### src/rtl/cacheline_arbiter_if.sv
// Bundle of the I-cache, D-cache and burst-memory signals around cacheline_arbiter.
// Latency: none (wires only).
// Backpressure: none of its own; the memory side paces beats through pmem_resp.
// Modports:
//    slave  - arbiter view: cache requests and pmem_resp/pmem_rdata in; lines, resp pulses and burst controls out
//    master - environment view (the caches plus the memory), the mirror of slave
interface cacheline_arbiter_if #(
   parameter int BEAT_W    = 64,
   parameter int BURST_LEN = 4,
   parameter int ADDR_W    = 32
);
   localparam int LINE_W = BEAT_W * BURST_LEN;

   logic              icache_read;
   logic [ADDR_W-1:0] icache_address;
   logic [LINE_W-1:0] icache_rdata;
   logic              icache_resp;

   logic              dcache_read;
   logic              dcache_write;
   logic [ADDR_W-1:0] dcache_address;
   logic [LINE_W-1:0] dcache_wdata;
   logic [LINE_W-1:0] dcache_rdata;
   logic              dcache_resp;

   logic [ADDR_W-1:0] pmem_address;
   logic              pmem_read;
   logic              pmem_write;
   logic [BEAT_W-1:0] pmem_wdata;
   logic [BEAT_W-1:0] pmem_rdata;
   logic              pmem_resp;

   modport slave (
      input  icache_read, icache_address, dcache_read, dcache_write,
             dcache_address, dcache_wdata, pmem_rdata, pmem_resp,
      output icache_rdata, icache_resp, dcache_rdata, dcache_resp,
             pmem_address, pmem_read, pmem_write, pmem_wdata
   );

   modport master (
      output icache_read, icache_address, dcache_read, dcache_write,
             dcache_address, dcache_wdata, pmem_rdata, pmem_resp,
      input  icache_rdata, icache_resp, dcache_rdata, dcache_resp,
             pmem_address, pmem_read, pmem_write, pmem_wdata
   );
endinterface

### src/rtl/cacheline_arbiter.sv
// Arbitrates I-cache and D-cache line misses onto one burst memory port (D-side has fixed priority).
// Latency: 1 cycle to grant, 1 cycle per accepted beat, resp 1 cycle after the last beat.
// Backpressure: beats advance only on pmem_resp; one transaction in flight, other requests wait in IDLE.
// Ports:
//    clk, rst - rising-edge clock, asynchronous active-high reset
//    bus      - cacheline_arbiter_if.slave: icache_* / dcache_* client sides and pmem_* burst port
module cacheline_arbiter #(
   parameter int BEAT_W    = 64,
   parameter int BURST_LEN = 4,
   parameter int ADDR_W    = 32
) (
   input logic                clk,
   input logic                rst,
   cacheline_arbiter_if.slave bus
);
   localparam int LINE_W = BEAT_W * BURST_LEN;
   localparam int CNT_W  = (BURST_LEN > 1) ? $clog2(BURST_LEN) : 1;
   localparam int OFF_W  = $clog2(LINE_W / 8);
   localparam logic [CNT_W-1:0]  CNT_LAST  = CNT_W'(BURST_LEN - 1);
   localparam logic [ADDR_W-1:0] LINE_MASK = {ADDR_W{1'b1}} << OFF_W;

   typedef enum logic [2:0] {IDLE, I_RD, D_RD, D_WR, I_DONE, D_DONE} state_t;

   state_t            state;
   logic [CNT_W-1:0]  cnt;
   logic [LINE_W-1:0] line_buf;
   logic [LINE_W-1:0] buf_nxt;
   logic [ADDR_W-1:0] addr_q;
   logic              rd_q;
   logic              wr_q;
   logic              i_resp_q;
   logic              d_resp_q;
   logic [LINE_W-1:0] i_rdata_q;
   logic [LINE_W-1:0] d_rdata_q;
   logic              last_beat;

   // Line buffer with the current beat merged in, so the final beat lands in
   // the client's rdata register on the same edge that enters *_DONE.
   always_comb begin
      buf_nxt = line_buf;
      buf_nxt[cnt*BEAT_W +: BEAT_W] = bus.pmem_rdata;
   end

   assign last_beat = bus.pmem_resp && (cnt == CNT_LAST);

   always_ff @(posedge clk or posedge rst) begin
      if (rst) begin
         state     <= IDLE;
         cnt       <= '0;
         line_buf  <= '0;
         addr_q    <= '0;
         rd_q      <= 1'b0;
         wr_q      <= 1'b0;
         i_resp_q  <= 1'b0;
         d_resp_q  <= 1'b0;
         i_rdata_q <= '0;
         d_rdata_q <= '0;
      end else begin
         case (state)
            IDLE: begin
               if (bus.dcache_write) begin
                  state  <= D_WR;
                  addr_q <= bus.dcache_address;
                  wr_q   <= 1'b1;
               end else if (bus.dcache_read) begin
                  state  <= D_RD;
                  addr_q <= bus.dcache_address;
                  rd_q   <= 1'b1;
               end else if (bus.icache_read) begin
                  state  <= I_RD;
                  addr_q <= bus.icache_address;
                  rd_q   <= 1'b1;
               end
            end
            I_RD, D_RD: begin
               if (bus.pmem_resp) begin
                  line_buf <= buf_nxt;
                  if (last_beat) begin
                     cnt  <= '0;
                     rd_q <= 1'b0;
                     if (state == I_RD) begin
                        state     <= I_DONE;
                        i_resp_q  <= 1'b1;
                        i_rdata_q <= buf_nxt;
                     end else begin
                        state     <= D_DONE;
                        d_resp_q  <= 1'b1;
                        d_rdata_q <= buf_nxt;
                     end
                  end else begin
                     cnt <= cnt + 1'b1;
                  end
               end
            end
            D_WR: begin
               if (bus.pmem_resp) begin
                  if (last_beat) begin
                     cnt      <= '0;
                     wr_q     <= 1'b0;
                     state    <= D_DONE;
                     d_resp_q <= 1'b1;
                  end else begin
                     cnt <= cnt + 1'b1;
                  end
               end
            end
            I_DONE: begin
               i_resp_q <= 1'b0;
               state    <= IDLE;
            end
            D_DONE: begin
               d_resp_q <= 1'b0;
               state    <= IDLE;
            end
            default: state <= IDLE;
         endcase
      end
   end

   // Full address is latched; the offset bits are masked here to give a line-aligned burst.
   assign bus.pmem_address = addr_q & LINE_MASK;
   assign bus.pmem_read    = rd_q;
   assign bus.pmem_write   = wr_q;
   // Beat select follows cnt; gated so the port reads zero outside a write burst.
   assign bus.pmem_wdata   = wr_q ? bus.dcache_wdata[cnt*BEAT_W +: BEAT_W] : '0;
   assign bus.icache_resp  = i_resp_q;
   assign bus.icache_rdata = i_rdata_q;
   assign bus.dcache_resp  = d_resp_q;
   assign bus.dcache_rdata = d_rdata_q;
endmodule
### src/flat_wrapper.sv
// flat-port wrapper written by rule: the top's interface ports become plain ports
module cacheline_arbiter_flat 
#(
   parameter int BEAT_W    = 64,
   parameter int BURST_LEN = 4,
   parameter int ADDR_W    = 32
)
  (clk, rst, bus_icache_read, bus_icache_address, bus_dcache_read, bus_dcache_write, bus_dcache_address, bus_dcache_wdata, bus_pmem_rdata, bus_pmem_resp, bus_icache_rdata, bus_icache_resp, bus_dcache_rdata, bus_dcache_resp, bus_pmem_address, bus_pmem_read, bus_pmem_write, bus_pmem_wdata);
  cacheline_arbiter_if #(.BEAT_W(BEAT_W), .BURST_LEN(BURST_LEN), .ADDR_W(ADDR_W)) bus_i ();
  input logic clk;
  input logic rst;
  input wire logic [$bits(bus_i.icache_read)-1:0] bus_icache_read;
  input wire logic [$bits(bus_i.icache_address)-1:0] bus_icache_address;
  input wire logic [$bits(bus_i.dcache_read)-1:0] bus_dcache_read;
  input wire logic [$bits(bus_i.dcache_write)-1:0] bus_dcache_write;
  input wire logic [$bits(bus_i.dcache_address)-1:0] bus_dcache_address;
  input wire logic [$bits(bus_i.dcache_wdata)-1:0] bus_dcache_wdata;
  input wire logic [$bits(bus_i.pmem_rdata)-1:0] bus_pmem_rdata;
  input wire logic [$bits(bus_i.pmem_resp)-1:0] bus_pmem_resp;
  output wire logic [$bits(bus_i.icache_rdata)-1:0] bus_icache_rdata;
  output wire logic [$bits(bus_i.icache_resp)-1:0] bus_icache_resp;
  output wire logic [$bits(bus_i.dcache_rdata)-1:0] bus_dcache_rdata;
  output wire logic [$bits(bus_i.dcache_resp)-1:0] bus_dcache_resp;
  output wire logic [$bits(bus_i.pmem_address)-1:0] bus_pmem_address;
  output wire logic [$bits(bus_i.pmem_read)-1:0] bus_pmem_read;
  output wire logic [$bits(bus_i.pmem_write)-1:0] bus_pmem_write;
  output wire logic [$bits(bus_i.pmem_wdata)-1:0] bus_pmem_wdata;
  assign bus_i.icache_read = bus_icache_read;
  assign bus_i.icache_address = bus_icache_address;
  assign bus_i.dcache_read = bus_dcache_read;
  assign bus_i.dcache_write = bus_dcache_write;
  assign bus_i.dcache_address = bus_dcache_address;
  assign bus_i.dcache_wdata = bus_dcache_wdata;
  assign bus_i.pmem_rdata = bus_pmem_rdata;
  assign bus_i.pmem_resp = bus_pmem_resp;
  assign bus_icache_rdata = bus_i.icache_rdata;
  assign bus_icache_resp = bus_i.icache_resp;
  assign bus_dcache_rdata = bus_i.dcache_rdata;
  assign bus_dcache_resp = bus_i.dcache_resp;
  assign bus_pmem_address = bus_i.pmem_address;
  assign bus_pmem_read = bus_i.pmem_read;
  assign bus_pmem_write = bus_i.pmem_write;
  assign bus_pmem_wdata = bus_i.pmem_wdata;
  cacheline_arbiter #(.BEAT_W(BEAT_W), .BURST_LEN(BURST_LEN), .ADDR_W(ADDR_W)) u_core (.clk(clk), .rst(rst), .bus(bus_i));
endmodule
### config.mk
export PLATFORM = sky130hd
export DESIGN_NAME = cacheline_arbiter_flat
export DESIGN_NICKNAME = d
export VERILOG_FILES = /design/src/rtl/cacheline_arbiter_if.sv /design/src/rtl/cacheline_arbiter.sv /design/src/flat_wrapper.sv
export SDC_FILE = /design/constraint.sdc
export NUM_CORES = 2
export LEC_CHECK = 0
export BUFFER_PORTS_ARGS = -buffer_cell sky130_fd_sc_hd__buf_2
export CAP_MARGIN = 5
export CORE_AREA = 3 3 391 393
export CTS_BUF_LIST = sky130_fd_sc_hd__clkbuf_4 sky130_fd_sc_hd__clkbuf_8
export CTS_CLUSTER_SIZE = 10
export DETAILED_ROUTE_END_ITERATION = 7
export DIE_AREA = 0 0 394 396
export SLEW_MARGIN = 20
export SYNTH_ARGS = -nofsm -noshare
export SYNTH_HDL_FRONTEND = slang
export SYNTH_SLANG_ARGS = --single-unit
### constraint.sdc
create_clock -name clk -period 82.6 [get_ports clk]
set_input_delay 16.52 -clock clk [delete_from_list [all_inputs] [get_ports clk]]
set_output_delay 16.52 -clock clk [all_outputs]
set_load 0.02 [all_outputs]
==> results.ini <==
[clocking]
clkSinkCount = 740
ctsResizeCount = 0
cts_tree = built
path_clk_slew_ns = 0.06
clockBufferDepth = 3
ctsHoldBuffers = 0
clock_latency_ns = 0.88
cts_buffers = 137
cts-htree-levels = 4
cts-root-buf = clkbuf_8
post_cts_buffers = 0

[synthesis]
synthSimpleGateAreaFrac = 0.0548
async_flop_share = 1.00
synthXorXnorAreaFrac = 0.000498
synthMuxAreaShare = 0.111
syn_area_per_cell_um2 = 11.9
synth-seq-cells = 740
synth_top_family_by_area = compound AO/OA/AOI/OAI gates
yosys-top-cells-area = dfrtp_1 (57%), a21oi_1 (12%), mux2_2 (5.2%)
synth_top_area_frac = 0.567
synth_cell_types = 39
syn-cell-area_mm2 = 0.0327
synth-compound-area-share = 0.217
synth_ff_type = dfrtp_1
synthTopCellsByCount = a21oi_1 (788), dfrtp_1 (740), a22o_1 (192), clkbuf_1 (161), mux2_2 (152)
synthAdderAreaFrac = 0.00191
ys_seq_area_frac = 0.567
synth_edf_count = 0
yosysWarningCount = 0
synth_most_common_cell = a21oi_1
synth_top_area_cell = dfrtp_1
synthCells = 2747

[cells_and_area]
layout-drive-gt1-share = 0.428
seqCellArea_mm2 = 0.0185
n_fill_cell = 15800
area_growth_pct = 29.5
design_area_mm2 = 0.0423
utilization = 0.283
nets = 4032
multiInputGateArea_mm2 = 0.0128

[sta]
tightest_slew_ns = 1.15
setup_violations = 0
slew_viol_final = 0
period_share = 0.415
rsz0062_at_grt = false
relSlewSlack = 0.231
fmax_mhz = 29.2
final_hold_viol_count = 0
finClkSkew_ns = 0.0639
finalCriticalPeriod_ns = 34.29
fin_setup_tns_ns = 0

[floorplanning]
start_util = 0.218
row_count = 142
dieHeight_um = 396
fp.dieW_um = 394
die_area_mm2 = 0.156
core_area_mm2 = 0.150
ioPinCount = 1002

[critical_path]
required_ns = 66.08
crit_chain = buf_2, mux4_2, and2_1, buf_2
worst_ep_arrival_time_ns = 17.77
path_common_cell = buf_2
critPathCaptureType = output pin
crit_family = multiplexers
crit_fanout = 1
critPathLaunchType = input port
r2r-start = u_core.cnt[0]
cpPeakStageDelay_ns = 0.52
timing.critical_path.from = bus_dcache_wdata[254]
cp_slowest_cell = mux4_2
worst-path-buf-inv = 2
path_class = in -> out

[pwr]
leakage_nw = 20.4
finalPower_mw = 1.77
power_density_mw_per_mm2 = 41.8
peakVddDrop_mv = 0.0209

[global_routing]
grt_remaining_overflow = 0
track_usage = 0.217
antenna_found_initial = 42
grt_max_degree = 142
grt_pass1_vias = 28500
grt_pass1_wl_um = 240000

[routing]
route.met2.wl_um = 75200
drt_first_pass_iters = 5
drc = 0
maxUsedRoutingLayer = met5
antenna_left = 0
dr_wl_met3_um = 21200
wl_per_cell_um = 30.4
viasPerCell = 5.01
wl_um = 175000
dr_total_vias = 28900
drt_iter0_drc = 2870
wl_met1_um = 74600

[placed_design]
place.gp.congestion = 1.01
dp_hpwl_um = 126000
io_buffers = 986
placedInstanceArea_mm2 = 0.0392

[run_status]
status = completed

[flow_run]
drv_cap = 0

[hold_path]
hp-class = reg -> reg
min-delay-start = u_core.line_buf[135]

state kept, by name, indices dropped and copies added (netlist names):
signal                   count
u_core.bus.pmem_write        1
u_core.addr_q               27
u_core.bus.icache_rdata    256
u_core.state                 3
u_core.bus.pmem_read         1
u_core.bus.dcache_rdata    256
u_core.bus.dcache_resp       1
u_core.line_buf            192
u_core.cnt                   2
u_core.bus.icache_resp       1
where the power goes:
group          switching [mW]  internal [mW]
Clock                   0.176          0.219
Sequential             0.0844          0.495
Combinational           0.556          0.239
Total                   0.816          0.954
routing by layer:
metal	GRT usage	vias up
li1	-	12000
met1	0.298	15200
met2	0.311	1503
met3	0.0874	215
met4	0.0649	20
met5	0	-
cells in the final DEF (no fill, tap or decap), types with 3 or more instances in the layout:
cell        synthesis  routed
mux2_4             30      30
buf_12              0       6
a22o_1            192     192
a31oi_1            64      64
nand2_1             6       6
nand3_4             0       3
mux2_2            152     152
inv_12              0       5
mux4_2             64      64
dfrtp_1           740     736
buf_4              12      42
inv_1               6       5
nor2_1              5       4
buf_2              56     986
a32oi_1            64      64
a21oi_2            50      50
diode_2             0      17
a21oi_1           788     788
and2_4              0       3
inv_8               0       5
and2_1             67      64
clkinvlp_4          0       6
o21ai_0             6       6
clkbuf_4            0      41
bufinv_16           0       3
nor2b_1           133     131
and3_1             65      64
clkbuf_8            0     172
clkinv_2            0       6
ha_1                5       3
conb_1              1       5
per-stage QoR:
stage,hold slack (ns),instances,setup slack [ns]
floorplan,0.465,2751,45.32
global placement,0.479,5511,48.35
detailed placement,0.483,5513,48.36
CTS,0.499,5755,48.37
global route,0.507,5763,48.36
finish,0.492,5773,48.31
kinds of logic (layout without fill, tap and decap cells):
group	count (synthesis)	in the layout
AOI/OAI and AO/OA	1169	1169
xor gates and xnor gates	1	1
adders and majority gates	5	5
buffers and inverters	295	1284
DFF	740	740
muxes	248	248
other	1	22
and+or+nand+nor	288	288
path summary, 6_finish.rpt:
kind | to | cells after the start | slack (ns)
worst max-delay path | bus_pmem_wdata[62] | 4 | 48.31
min in group asynchronous | u_core.line_buf[50] | 2 | 15.77
worst min register to register | u_core.line_buf[135] | 1 | 0.49
worst min-delay path | u_core.line_buf[135] | 1 | 0.49
max in group asynchronous | u_core.bus.dcache_rdata[94] | 7 | 63.10
worst max register to register | u_core.bus.icache_rdata[227] | 7 | 77.53
final cells by class:
class | count | area share
Clock inverter | 29 | 0.00863
Tap cell | 2016 | 0.0596
Sequential cell | 740 | 0.438
Clock buffer | 213 | 0.0632
Inverter | 7 | 0.000828
Antenna cell | 17 | 0.00101
Multi-Input combinational cell | 1716 | 0.301
Timing Repair Buffer | 1035 | 0.128
Power figures use the tool's default switching activity.
